**config.mk**
```make
export PLATFORM = sky130hd
export DESIGN_NAME = pipelined_adder
export DESIGN_NICKNAME = d
export VERILOG_FILES = /design/src/rtl/pipelined_adder.sv
export SDC_FILE = /design/constraint.sdc
export NUM_CORES = 1
export LEC_CHECK = 0
export BUFFER_PORTS_ARGS = -buffer_cell sky130_fd_sc_hd__buf_2
export CAP_MARGIN = 20
export CORE_ASPECT_RATIO = 0.5
export CORE_MARGIN = 5
export CORE_UTILIZATION = 45
export CTS_CLUSTER_SIZE = 14
export DETAILED_ROUTE_END_ITERATION = 7
export PLACE_DENSITY_LB_ADDON = 0.1
export SLEW_MARGIN = 20
export SYNTH_ARGS = -nofsm -noshare
export SYNTH_HDL_FRONTEND = slang
export SYNTH_SLANG_ARGS = --single-unit
```
**constraint.sdc**
```tcl
create_clock -name clk -period 2.68 [get_ports clk]
set_clock_uncertainty 0.2 [all_clocks]
set_input_delay 0.134 -clock clk [delete_from_list [all_inputs] [get_ports clk]]
set_output_delay 0.134 -clock clk [all_outputs]
set_load 0.02 [all_outputs]
```
**src/rtl/pipelined_adder.sv**
```systemverilog
// Pipelined N-bit add/subtract unit: ripple full-adder slices separated by registers,
// valid/ready on both sides. Define PIPELINED_ADDER_OVF_EN to add the out_ovf port.
module pipelined_adder #(
   parameter int unsigned WIDTH  = 8,
   parameter int unsigned STAGES = 2
) (
   input  logic             clk,
   input  logic             rst,
   input  logic             in_valid,
   output logic             in_ready,
   input  logic [WIDTH-1:0] in_a,
   input  logic [WIDTH-1:0] in_b,
   input  logic             in_cin,
   input  logic             in_sub,
   output logic             out_valid,
   input  logic             out_ready,
   output logic [WIDTH-1:0] out_sum,
   output logic             out_cout
`ifdef PIPELINED_ADDER_OVF_EN
   ,
   output logic             out_ovf
`endif
);

   localparam int unsigned SW = WIDTH / STAGES;

   if (STAGES == 0 || (WIDTH % STAGES) != 0) begin : g_bad_cfg
      $error("pipelined_adder: WIDTH must be a non-zero multiple of STAGES");
   end

   logic adv;

   assign adv      = ~out_valid | out_ready;
   assign in_ready = adv;

   for (genvar k = 0; k < STAGES; k++) begin : g_slice
      localparam int unsigned LO = k * SW;
      // Operand bits not yet consumed by earlier slices (this slice's chunk is the low SW).
      localparam int unsigned RW = WIDTH - LO;

      logic [RW-1:0]    ra, rb;
      logic             cin, vin;
      logic [SW-1:0]    cs;
      logic             cout;
      logic [LO+SW-1:0] s_d, s_q;
      logic             v_q, c_q;

      if (k == 0) begin : g_head
         // Subtract folds into the operands here: effective B and carry-in travel with the beat.
         assign ra  = in_a;
         assign rb  = in_sub ? ~in_b : in_b;
         assign cin = in_sub | in_cin;
         assign vin = in_valid;
         assign s_d = cs;
      end else begin : g_body
         assign ra  = g_slice[k-1].g_fwd.a_q;
         assign rb  = g_slice[k-1].g_fwd.b_q;
         assign cin = g_slice[k-1].c_q;
         assign vin = g_slice[k-1].v_q;
         assign s_d = {cs, g_slice[k-1].s_q};
      end

      always_comb begin
         logic c;
         c  = cin;
         cs = '0;
         for (int i = 0; i < int'(SW); i++) begin
            cs[i] = ra[i] ^ rb[i] ^ c;
            c     = (ra[i] & rb[i]) | (c & (ra[i] ^ rb[i]));
         end
         cout = c;
      end

      always_ff @(posedge clk) begin
         if (rst) begin
            v_q <= 1'b0;
            c_q <= 1'b0;
            s_q <= '0;
         end else if (adv) begin
            v_q <= vin;
            c_q <= cout;
            s_q <= s_d;
         end
      end

      if (k < STAGES - 1) begin : g_fwd
         logic [RW-SW-1:0] a_q, b_q;

         always_ff @(posedge clk) begin
            if (rst) begin
               a_q <= '0;
               b_q <= '0;
            end else if (adv) begin
               a_q <= ra[RW-1:SW];
               b_q <= rb[RW-1:SW];
            end
         end
      end
   end

   assign out_valid = g_slice[STAGES-1].v_q;
   assign out_sum   = g_slice[STAGES-1].s_q;
   assign out_cout  = g_slice[STAGES-1].c_q;

`ifdef PIPELINED_ADDER_OVF_EN
   logic ovf_q;

   // Carry into the MSB is recovered as a ^ b ^ sum at that bit.
   always_ff @(posedge clk) begin
      if (rst) begin
         ovf_q <= 1'b0;
      end else if (adv) begin
         ovf_q <= g_slice[STAGES-1].ra[SW-1] ^ g_slice[STAGES-1].rb[SW-1]
                ^ g_slice[STAGES-1].cs[SW-1] ^ g_slice[STAGES-1].cout;
      end
   end

   assign out_ovf = ovf_q;
`endif

endmodule

```
* Word level (Yosys, flattened, before mapping)
Cells that the tools add are included.
** Cells by class
- Bitwise logic cells :: 44
- Reduce and logical (&&, ||, !) cells :: 0
- Multiplexer cells :: 1
- Equal/unequal tests :: 0
- Div/mod/pow operators :: 0
- Shift operators :: 0
- Multipliers :: 0
- Add/sub/neg operators :: 0
- Order comparisons :: 0
** Operators with widths (count)
- 1-bit AND :: 16
- 1-bit XOR :: 16
- 1-bit bitwise OR :: 10
- 8-bit two-way mux :: 1
- 8-bit inverter :: 1
- 1-bit inverter :: 1
** Storage, ports and cells
- Memories kept :: 0
- Input port bits :: 22
- Word-level logic and storage cells :: 53
- Bits in latches :: 0
- Memory bits (read-only) :: 0
- Register bits after elaboration :: 24
- Memory bits (writable) :: 0

* Logic depth before layout (Yosys ltp)
Gate-level depths: netlist (run 1).
- Depth after elaboration :: 11
- Depth in mapped cells :: 10
- Depth with buffers taken out :: 9

* Worst setup path before layout (run 1)
No wires, ideal clock.
- Path type :: input port to flip-flop
- From :: input port in_sub
- To :: register g_slice[0].s_q[3]
- Cell stages on the path :: 10
- Setup time :: 0.120 ns
- Data required time :: 2.360 ns
- Slack :: 0.372 ns
- Path buffers :: 1
- Arrival time :: 1.988 ns
- Cells stage by stage :: buf_6 > xor2_1 > fa_1 > inv_1 > fa_1 > fa_1 > inv_1 > fa_1 > nand2_2 > a21oi_2
** Between the ends
- Longest elaborated chain between the ends :: 9
- Elaborated cells between the ends (all ways) :: 16
- Those cells by class :: mux (1); bitwise (15)
** Ends and longest elaborated chain
- start, declared :: line 14 : input logic in_sub,
- 8-bit two-way mux :: line 51 : assign rb = in_sub ? ~in_b : in_b;
- 1-bit XOR :: line 69 : c = (ra[i] & rb[i]) | (c & (ra[i] ^ rb[i]));
- 1-bit AND :: line 69
- 1-bit bitwise OR :: line 69
- 1-bit AND :: line 69
- 1-bit bitwise OR :: line 69
- 1-bit AND :: line 69
- 1-bit bitwise OR :: line 69
- 1-bit XOR (*) :: line 68 : cs[i] = ra[i] ^ rb[i] ^ c;
- net g_slice[0].cs[3] :: line 43 : logic [SW-1:0] cs;
- end signal, assigned :: line 78 : s_q <= '0;
- end signal, assigned :: line 82 : s_q <= s_d;
- end, declared :: line 45 : logic [LO+SW-1:0] s_d, s_q;
The timed path passes the listed nets; every way through them passes the cells marked *.
A chain may end at the register's enable or synchronous reset.

* Worst setup path after layout (run 1)
- From :: register g_slice[0].g_fwd.b_q[0]
- To :: register g_slice[1].s_q[7], in the netlist out_sum[7]
** Between the ends
- Longest elaborated chain between the ends :: 8
- Elaborated cells between the ends (all ways) :: 9
- Those cells by class :: bitwise (9)
** Ends and longest elaborated chain
- start, declared :: line 87 : logic [RW-SW-1:0] a_q, b_q;
- start signal, assigned :: line 95 : b_q <= rb[RW-1:SW];
- 1-bit XOR :: line 69
- 1-bit AND :: line 69
- 1-bit bitwise OR (*) :: line 69
- 1-bit AND (*) :: line 69
- 1-bit bitwise OR (*) :: line 69
- 1-bit AND (*) :: line 69
- 1-bit bitwise OR (*) :: line 69
- 1-bit XOR (*) :: line 68
- end signal, assigned :: line 78
- end signal, assigned :: line 82
- end, declared :: line 45
Every way passes the cells marked *; elsewhere a longest branch is shown, timed or not.

==> results of run 1 <==
-- metal layers --
layer  up-vias  share of wire
li1        454              -
met1       369           0.49
met2        25           0.43
met3         0          0.070
met4         0              0
met5         -              0
-- layout make-up --
class	instances	area, µm²
well taps	37	46.3
multi-input cells	80	602
fillers	262	1130
flip-flops and latches	24	480
clock buffers	3	41.3
inverters	12	45.0
repair buffers	40	238
-- cell usage in the layout, fill, tap and decap left out, drive strengths merged --
cell,count
inv,12
or2,1
a21oi,14
clkbuf,3
dlygate4sd3,7
fa,8
dfxtp,24
nand2,28
buf,33
a211oi,9
xor2,4
nor2,11
nor2b,1
xnor2,4
-- power by group --
group	leakage [nW]	total, mW	internal (mW)	switching, mW
combinational	0.422	0.187	0.0840	0.103
clock	0.0216	0.207	0.100	0.107
sequential	0.199	0.413	0.394	0.0184
-- worst max-delay path, delay by kind of cell (launching register included) --
family,cells,cell delay (ns)
AOI/OAI and AO/OA,1,0.19
buffers and inverters,3,0.22
adders and majority gates,4,1.34
DFF,1,0.30
-- metrics by stage --
step           utilization  power, mW  instance area, µm²
2_1_floorplan            -      0.556                1210
3_3_place_gp         0.519      0.604                1340
3_5_place_dp         0.519      0.604                1340
4_1_cts              0.562      0.823                1450
5_1_grt              0.562      0.865                1450
6_report             0.562      0.807                1450
-- state kept, by name, indices dropped and copies added (netlist names) --
register and cells:
g_slice.s_q 4, out_sum 8, g_slice.v_q 1, g_slice.c_q 1, out_valid 1, g_slice.g_fwd.a_q 4, g_slice.g_fwd.b_q 4, out_cout 1
-- cells by family (layout without fill, tap and decap cells) --
| logic type | after synthesis | count (layout) | share of synthesized area |
|---|---|---|---|
| compound gates | 23 | 23 | 0.148 |
| xor+xnor | 8 | 8 | 0.0577 |
| fa+ha+maj | 8 | 8 | 0.132 |
| buf+inv | 20 | 55 | 0.108 |
| flops | 24 | 24 | 0.396 |
| simple gates | 41 | 41 | 0.158 |
-- final timing paths --
path / start / endpoint / depth (start not counted)
max: g_slice[0].g_fwd.b_q[0]$_SDFFE_PP0P_ / out_sum[7]$_SDFFE_PP0P_ / 8
max reg2reg: g_slice[0].g_fwd.b_q[0]$_SDFFE_PP0P_ / out_sum[7]$_SDFFE_PP0P_ / 8
min reg2reg: out_sum[2]$_SDFFE_PP0P_ / out_sum[2]$_SDFFE_PP0P_ / 2
min: in_b[5] / g_slice[0].g_fwd.b_q[1]$_SDFFE_PP0P_ / 3
==> run metrics, run 1 <==
Worst EP arrival around 2.3 ns; number of I/O pins 33; Final Hold Vio Count 0; register area share after synthesis 0.396; Num CTS Buffers 3; met3 Resource Use GR 0.0500; post-layout min period 2.34 ns; met2 GRT Util 0.201; RD Place Congestion 0.657; met1 GRT Util 0.161; Synth async-reset ratio 0; Skew-Pair Late Insertion Delay 0.26 ns; Inserted Diodes 0; WP data required 2.66 ns; clk root buf clkbuf_8; Post-DRT Antenna Nets 0; fmax ~430 MHz; Setup TNS 0 ns; Post-synth top flop dfxtp_1; H-Tree Depth 1; core area 2590 µm²; slowest CP cell fa_1; first-pass GRT wire length 3.75 mm; most frequent cell after synthesis dfxtp_1; largest net degree at the start of global routing 30; DR DRC count 0; number of max-cap violations 0; Inst Count DP 186; Slew Viols, Final 0; commonest cells in the netlist dfxtp_1 (24), nand2_1 (18), inv_1 (11), nor2_1 (11); post-synth top area cell dfxtp_1; via count around 850; clk buf depth 2; fraction of layout cells with a size suffix above 1 0.377; height of the chip ~47 µm; gr usage total 0.127; DR WL/cell ~11 µm; status finished clean; mean post-synth cell area 9.79 µm²; worst hold-check path type input port to flop; Yosys top cell area share 0.396; number of synthesized flops with an enable pin 0; Startpoint Class flop; Starting Density 0.469; vias per cell ~4.3; critical path type flop to flop; busiest layer in global routing met2; CTS tree built; Initial DRC Count 27; VDD IR-drop max 0.187 mV; Site Rows 13; CTS Sinks 24; RSZ-0062 raised after global routing no; CP max FO 2; Resized cells post-CTS 0; clk slew on worst S/H paths ~0.08 ns; initial antenna violation count 0; fin nets 191; # setup viols final 0; setup bufs post-CTS 0; max_slew headroom 0.626; Total Die Area between 3000 and 4000 µm²; slowest stage delay, CP 0.41 ns; syn nets ~150; Die W around 83 µm; fin cells 196; CP Cell Sequence inv_1 -> fa_1 -> inv_1 -> fa_1 -> fa_1 -> inv_1 -> fa_1 -> a211oi_1; setup ws final approximately 0.34 ns; Port Buf Inserts 32; worst slack, placed approximately 0.13 ns; synthesized area roughly 1200 µm²; hpwl dp roughly 1.6 mm; Worst Setup End Kind flop; gr ovfl total 0; Leakage approximately 0.64 nW; Power per Cell Area roughly 560 nW/µm²; R2R Setup Slk ~0.34 ns; Warnings, synthesis 0; drt pass-1 iters 4; crit share post-route 0.873; worst hold slack ~0.0016 ns; WL final roughly 2.2 mm; Worst path most repeated cell fa_1; Mapped Cells roughly 120; vias in the first global route 821; Post-CTS Hold Buffers 7; Area contributors post-synth dfxtp_1 (40%), fa_1 (13%), a21oi_2 (7.2%); Layout area overhead 19.7%; Unique masters post-synth 18; number of synthesized register bits 24; Worst-Margin Slew approximately 0.56 ns
No activity file was read; power rests on OpenSTA's default activity.
==> run 2: changes to the inputs <==
--- a/config.mk
+++ b/config.mk
@@ -7,12 +7,12 @@
 export LEC_CHECK = 0
 export BUFFER_PORTS_ARGS = -buffer_cell sky130_fd_sc_hd__buf_2
 export CAP_MARGIN = 20
-export CORE_ASPECT_RATIO = 0.5
 export CORE_MARGIN = 5
-export CORE_UTILIZATION = 45
+export CORE_UTILIZATION = 50
 export CTS_CLUSTER_SIZE = 14
 export DETAILED_ROUTE_END_ITERATION = 7
-export PLACE_DENSITY_LB_ADDON = 0.1
+export GPL_TIMING_DRIVEN = 0
+export PLACE_DENSITY = 0.77
 export SLEW_MARGIN = 20
 export SYNTH_ARGS = -nofsm -noshare
 export SYNTH_HDL_FRONTEND = slang
==> run metrics, run 2 (synthesis results as in run 1) <==
number of I/O pins 33; gr usage total 0.153; fmax approximately 420 MHz; drt pass-1 iters 6; VDD IR-drop max around 0.30 mV; critical path type flop to flop; Slew Viols, Final 0; max reg flops 8; R2R Setup Slk ~0.32 ns; via count around 940; CTS Sinks 24; Port Buf Inserts 31; hpwl dp approximately 1.8 mm; largest net degree at the start of global routing 14; WL final between 2 and 2.5 mm; Worst Setup End Kind flop; Sw Pwr about 0.23 mW; status finished clean; internal power ~0.58 mW; Site Rows 17; Initial DRC Count 21; Leakage between 0.7 and 0.8 nW; Final Hold Vio Count 0; clock network power share 0.233; post-layout min period approximately 2.4 ns; number of max-cap violations 0; setup bufs post-CTS 0; Worst-Margin Slew between 0.2 and 0.3 ns; max_slew headroom 0.829; busiest layer in global routing met2; CTS tree built; core area approximately 2300 µm²; Total Die Area roughly 3500 µm²; Layout area overhead 29.4%; DR DRC count 0; met1 GRT Util 0.192; Power Total around 0.8 mW; DR WL/cell ~12 µm; fraction of layout cells with a size suffix above 1 0.390; switch share 0.288; vias in the first global route between 900 and 1k; initial antenna violation count 0; power share of the sequential group 0.509; clk root buf clkbuf_4; RSZ-0062 raised after global routing no; met2 GRT Util 0.265; vias per cell around 4.7; CP max FO 2; clk slew on worst S/H paths around 0.13 ns; Skew-Pair Late Insertion Delay a little over 0.3 ns; WP data required ~2.7 ns; Num CTS Buffers 3; Inserted Diodes 0; Starting Density 0.538; fin nets 203; Setup TNS 0 ns; worst hold-check path type input port to flop; crit share post-route 0.879; most common cell after layout, fill and taps aside buf_2; Resized cells post-CTS 0; Worst EP arrival between 2 and 2.5 ns; Startpoint Class flop; footprint of the multi-input gates roughly 600 µm²; register area ~480 µm²; Die W ~59 µm; RD Place Congestion 0.731; # setup viols final 0; met3 Resource Use GR 0.0153; Power per Cell Area between 500 and 600 nW/µm²; Logic pwr share 0.258; first-pass GRT wire length slightly above 4 mm; clk buf depth 2; Post-DRT Antenna Nets 0; most frequent cells in the layout buf_2 (33), dfxtp_1 (24), nand2_1 (18), dlygate4sd3_1 (13); Post-CTS Hold Buffers 13; gr ovfl total 0; H-Tree Depth 1; height of the chip ~59 µm; fillcell total 180
-- run 2: worst paths after layout --
path,to,cells after the start,startpoint
worst max-delay path,out_sum[7]$_SDFFE_PP0P_,8,g_slice[0].g_fwd.a_q[0]$_SDFFE_PP0P_
worst min-delay path,g_slice[0].s_q[2]$_SDFFE_PP0P_,4,in_a[2]
worst max register to register,out_sum[7]$_SDFFE_PP0P_,8,g_slice[0].g_fwd.a_q[0]$_SDFFE_PP0P_
worst min register to register,out_sum[1]$_SDFFE_PP0P_,2,out_sum[1]$_SDFFE_PP0P_
-- run 2: routing by layer --
layer	part of all wire	up-vias
met2	0.48	29
li1	-	483
met4	0.016	0
met3	0.059	5
met1	0.44	422
met5	0	-
-- run 2: critical path, stage by stage (launching register included) --
cell      delay (ns)
dfxtp_1         0.34
inv_1           0.08
fa_1            0.17
inv_1           0.05
fa_1            0.37
fa_1            0.39
inv_1           0.08
fa_1            0.41
a211oi_1        0.20
-- run 2: power by group through the flow --
| stage | Combinational [mW] | Sequential (mW) | Clock [mW] |
|---|---|---|---|
| 2_1_floorplan | 0.116 | 0.440 | 0 |
| 3_3_place_gp | 0.188 | 0.420 | 0 |
| 3_5_place_dp | 0.193 | 0.422 | 0 |
| 4_1_cts | 0.212 | 0.413 | 0.191 |
| 5_1_grt | 0.234 | 0.419 | 0.207 |
| 6_report | 0.209 | 0.413 | 0.189 |
-- run 2: layout make-up --
cell class	count	share of cell area
clock buffer	4	0.0231
multi-input combinational	80	0.383
tap	28	0.0223
inverter	12	0.0287
timing repair buffer	44	0.182
buffer	8	0.0550
sequential	24	0.306
-- run 2: stage by stage --
| stage | hold WS [ns] | setup WS (ns) | instances | area (µm²) | utilization |
|---|---|---|---|---|---|
| finish | 0.0366 | 0.323 | 200 | 1570 | 0.696 |
| global route | 0.0446 | 0.195 | 200 | 1570 | 0.696 |
| CTS | 0.0368 | 0.303 | 200 | 1570 | 0.696 |
| detailed placement | 0.185 | 0.256 | 183 | 1400 | 0.623 |
| global placement | 0.176 | 0.295 | 183 | 1400 | 0.623 |
| floorplan | -0.00135 | 0.372 | 124 | 1210 | - |
==> run 3: changes to the inputs <==
--- a/config.mk
+++ b/config.mk
@@ -5,14 +5,13 @@
 export SDC_FILE = /design/constraint.sdc
 export NUM_CORES = 1
 export LEC_CHECK = 0
-export BUFFER_PORTS_ARGS = -buffer_cell sky130_fd_sc_hd__buf_2
 export CAP_MARGIN = 20
 export CORE_MARGIN = 5
 export CORE_UTILIZATION = 50
 export CTS_CLUSTER_SIZE = 14
 export DETAILED_ROUTE_END_ITERATION = 7
+export DONT_BUFFER_PORTS = 1
 export GPL_TIMING_DRIVEN = 0
-export PLACE_DENSITY = 0.77
 export SLEW_MARGIN = 20
 export SYNTH_ARGS = -nofsm -noshare
 export SYNTH_HDL_FRONTEND = slang
==> run metrics, run 3 (synthesis results as in run 1) <==
CP max FO 10; Total Die Area 3510 µm²; hold path cells 3; fmax between 400 and 500 MHz; Worst EP arrival ~2.5 ns; FF-to-FF path depth 6; via count about 860; Num CTS Buffers 3; max_slew headroom 0.825; Post-DRT Antenna Nets 0; max reg flops 8; Reg2Reg Capture Point g_slice[0].g_fwd.b_q[3]$_SDFFE_PP0P_; Leakage just over 0.6 nW; # setup viols final 0; slowest CP cell dlygate4sd3_1; Worst-Margin Slew approximately 0.26 ns; number of I/O pins 33; core area 2250 µm²; Slew Viols, Final 0; clk slew on worst S/H paths 0.13 ns; clk buf depth 2; Hold Startpoint in_b[2]; Starting Density 0.538; vias per cell between 4 and 5; first-pass GRT wire length approximately 4 mm; Port Buf Inserts 0; FF-to-FF Start out_valid$_SDFFE_PP0P_; Worst path most repeated cell dlygate4sd3_1; H-Tree Depth 1; Worst Setup End Kind flop; Final Hold Vio Count 0; Post-CTS Hold Buffers 21; Power per Cell Area approximately 570 nW/µm²; Inserted Diodes 0; critical path type flop to flop; VDD IR-drop max roughly 0.42 mV; fin nets 180; R2R Setup Slk approximately 0.22 ns; worst hold slack between 0.0015 and 0.002 ns; status finished clean; final core occ 0.670; DR WL/cell between 10 and 15 µm; crit share post-route 0.916; CP Cell Sequence nor2b_4 -> buf_6 -> nor2_1 -> dlygate4sd3_1 -> a211oi_2 -> dlygate4sd3_1; slowest stage delay, CP roughly 0.57 ns; Site Rows 17; most common cell after layout, fill and taps aside dfxtp_1; post-place instance area 1250 µm²; hpwl dp between 1.5 and 2 mm; fillcell total between 150 and 200; setup bufs post-CTS 0; number of max-cap violations 0; WP data required around 2.7 ns; vias in the first global route between 800 and 900; Initial DRC Count 23; setup ws final 0.224 ns; worst hold-check path type input port to flop; CTS tree built; DR DRC count 0; initial antenna violation count 0; largest net degree at the start of global routing 15; worst slack, placed between 0.2 and 0.3 ns; Skew-Pair Late Insertion Delay between 0.3 and 0.4 ns; drt pass-1 iters 4; register area 480 µm²; Resized cells post-CTS 0; Layout area overhead 24.5%; RD Place Congestion slightly below 0.8; gr usage total 0.144; Startpoint Class flop; post-layout min period 2.46 ns; WL final ~2.2 mm; final instance area 1510 µm²; gr ovfl total 0; Die W around 59 µm; height of the chip approximately 60 µm; Worst Hold End g_slice[0].s_q[2]$_SDFFE_PP0P_; CTS Sinks 24; footprint of the multi-input gates around 600 µm²; most frequent cells in the layout dfxtp_1 (24), dlygate4sd3_1 (21), nand2_1 (18), inv_1 (11), nor2_1 (11); Setup TNS 0 ns; clk root buf clkbuf_4; fraction of layout cells with a size suffix above 1 0.242; RSZ-0062 raised after global routing no
## run 3: report_power, final
part | switching, mW | leakage (nW) | internal, mW
Clock | 0.108 | 0.0279 | 0.151
Combinational | 0.0798 | 0.391 | 0.0906
Sequential | 0.0422 | 0.199 | 0.395
Total | 0.230 | 0.618 | 0.637
## run 3: worst max-delay path by stage
stage / slack (ns) / cells after the start / start / end
finish: 0.22 / 6 / out_valid$_SDFFE_PP0P_ / g_slice[0].g_fwd.b_q[3]$_SDFFE_PP0P_
global route: 0.16 / 6 / out_valid$_SDFFE_PP0P_ / g_slice[0].g_fwd.b_q[3]$_SDFFE_PP0P_
CTS: 0.21 / 6 / out_valid$_SDFFE_PP0P_ / g_slice[0].g_fwd.b_q[3]$_SDFFE_PP0P_
detailed placement: 0.28 / 10 / in_sub / g_slice[0].s_q[3]$_SDFFE_PP0P_
global placement: 0.30 / 10 / in_sub / g_slice[0].s_q[3]$_SDFFE_PP0P_
floorplan: 0.37 / 10 / in_sub / g_slice[0].s_q[3]$_SDFFE_PP0P_
## run 3: layer usage
metal	GRT usage	vias to the layer above	share of wire
met5	0	-	0
met2	0.246	26	0.46
met3	0.0436	2	0.073
li1	-	434	-
met4	0.00971	0	0.0041
met1	0.184	399	0.46
## run 3: area by class of cell
type,count,area share
Clock inverter,1,0.0199
Timing Repair Buffer,21,0.139
Clock buffer,3,0.0149
Buffer,8,0.0571
Multi-Input combinational cell,80,0.398
Tap cell,28,0.0232
Sequential cell,24,0.318
Inverter,12,0.0298
## run 3: through the flow
step	total power [mW]	std cells
3_3_place_gp	0.580	152
4_1_cts	0.878	177
2_1_floorplan	0.556	124
5_1_grt	0.917	177
3_5_place_dp	0.585	152
6_report	0.867	177
## run 3: worst max-delay path: cells and delay by family, from the launching register on
family	cells	cell delay, ns
buf+inv	3	1.28
flops	1	0.47
simple gates	2	0.26
compound gates	1	0.18
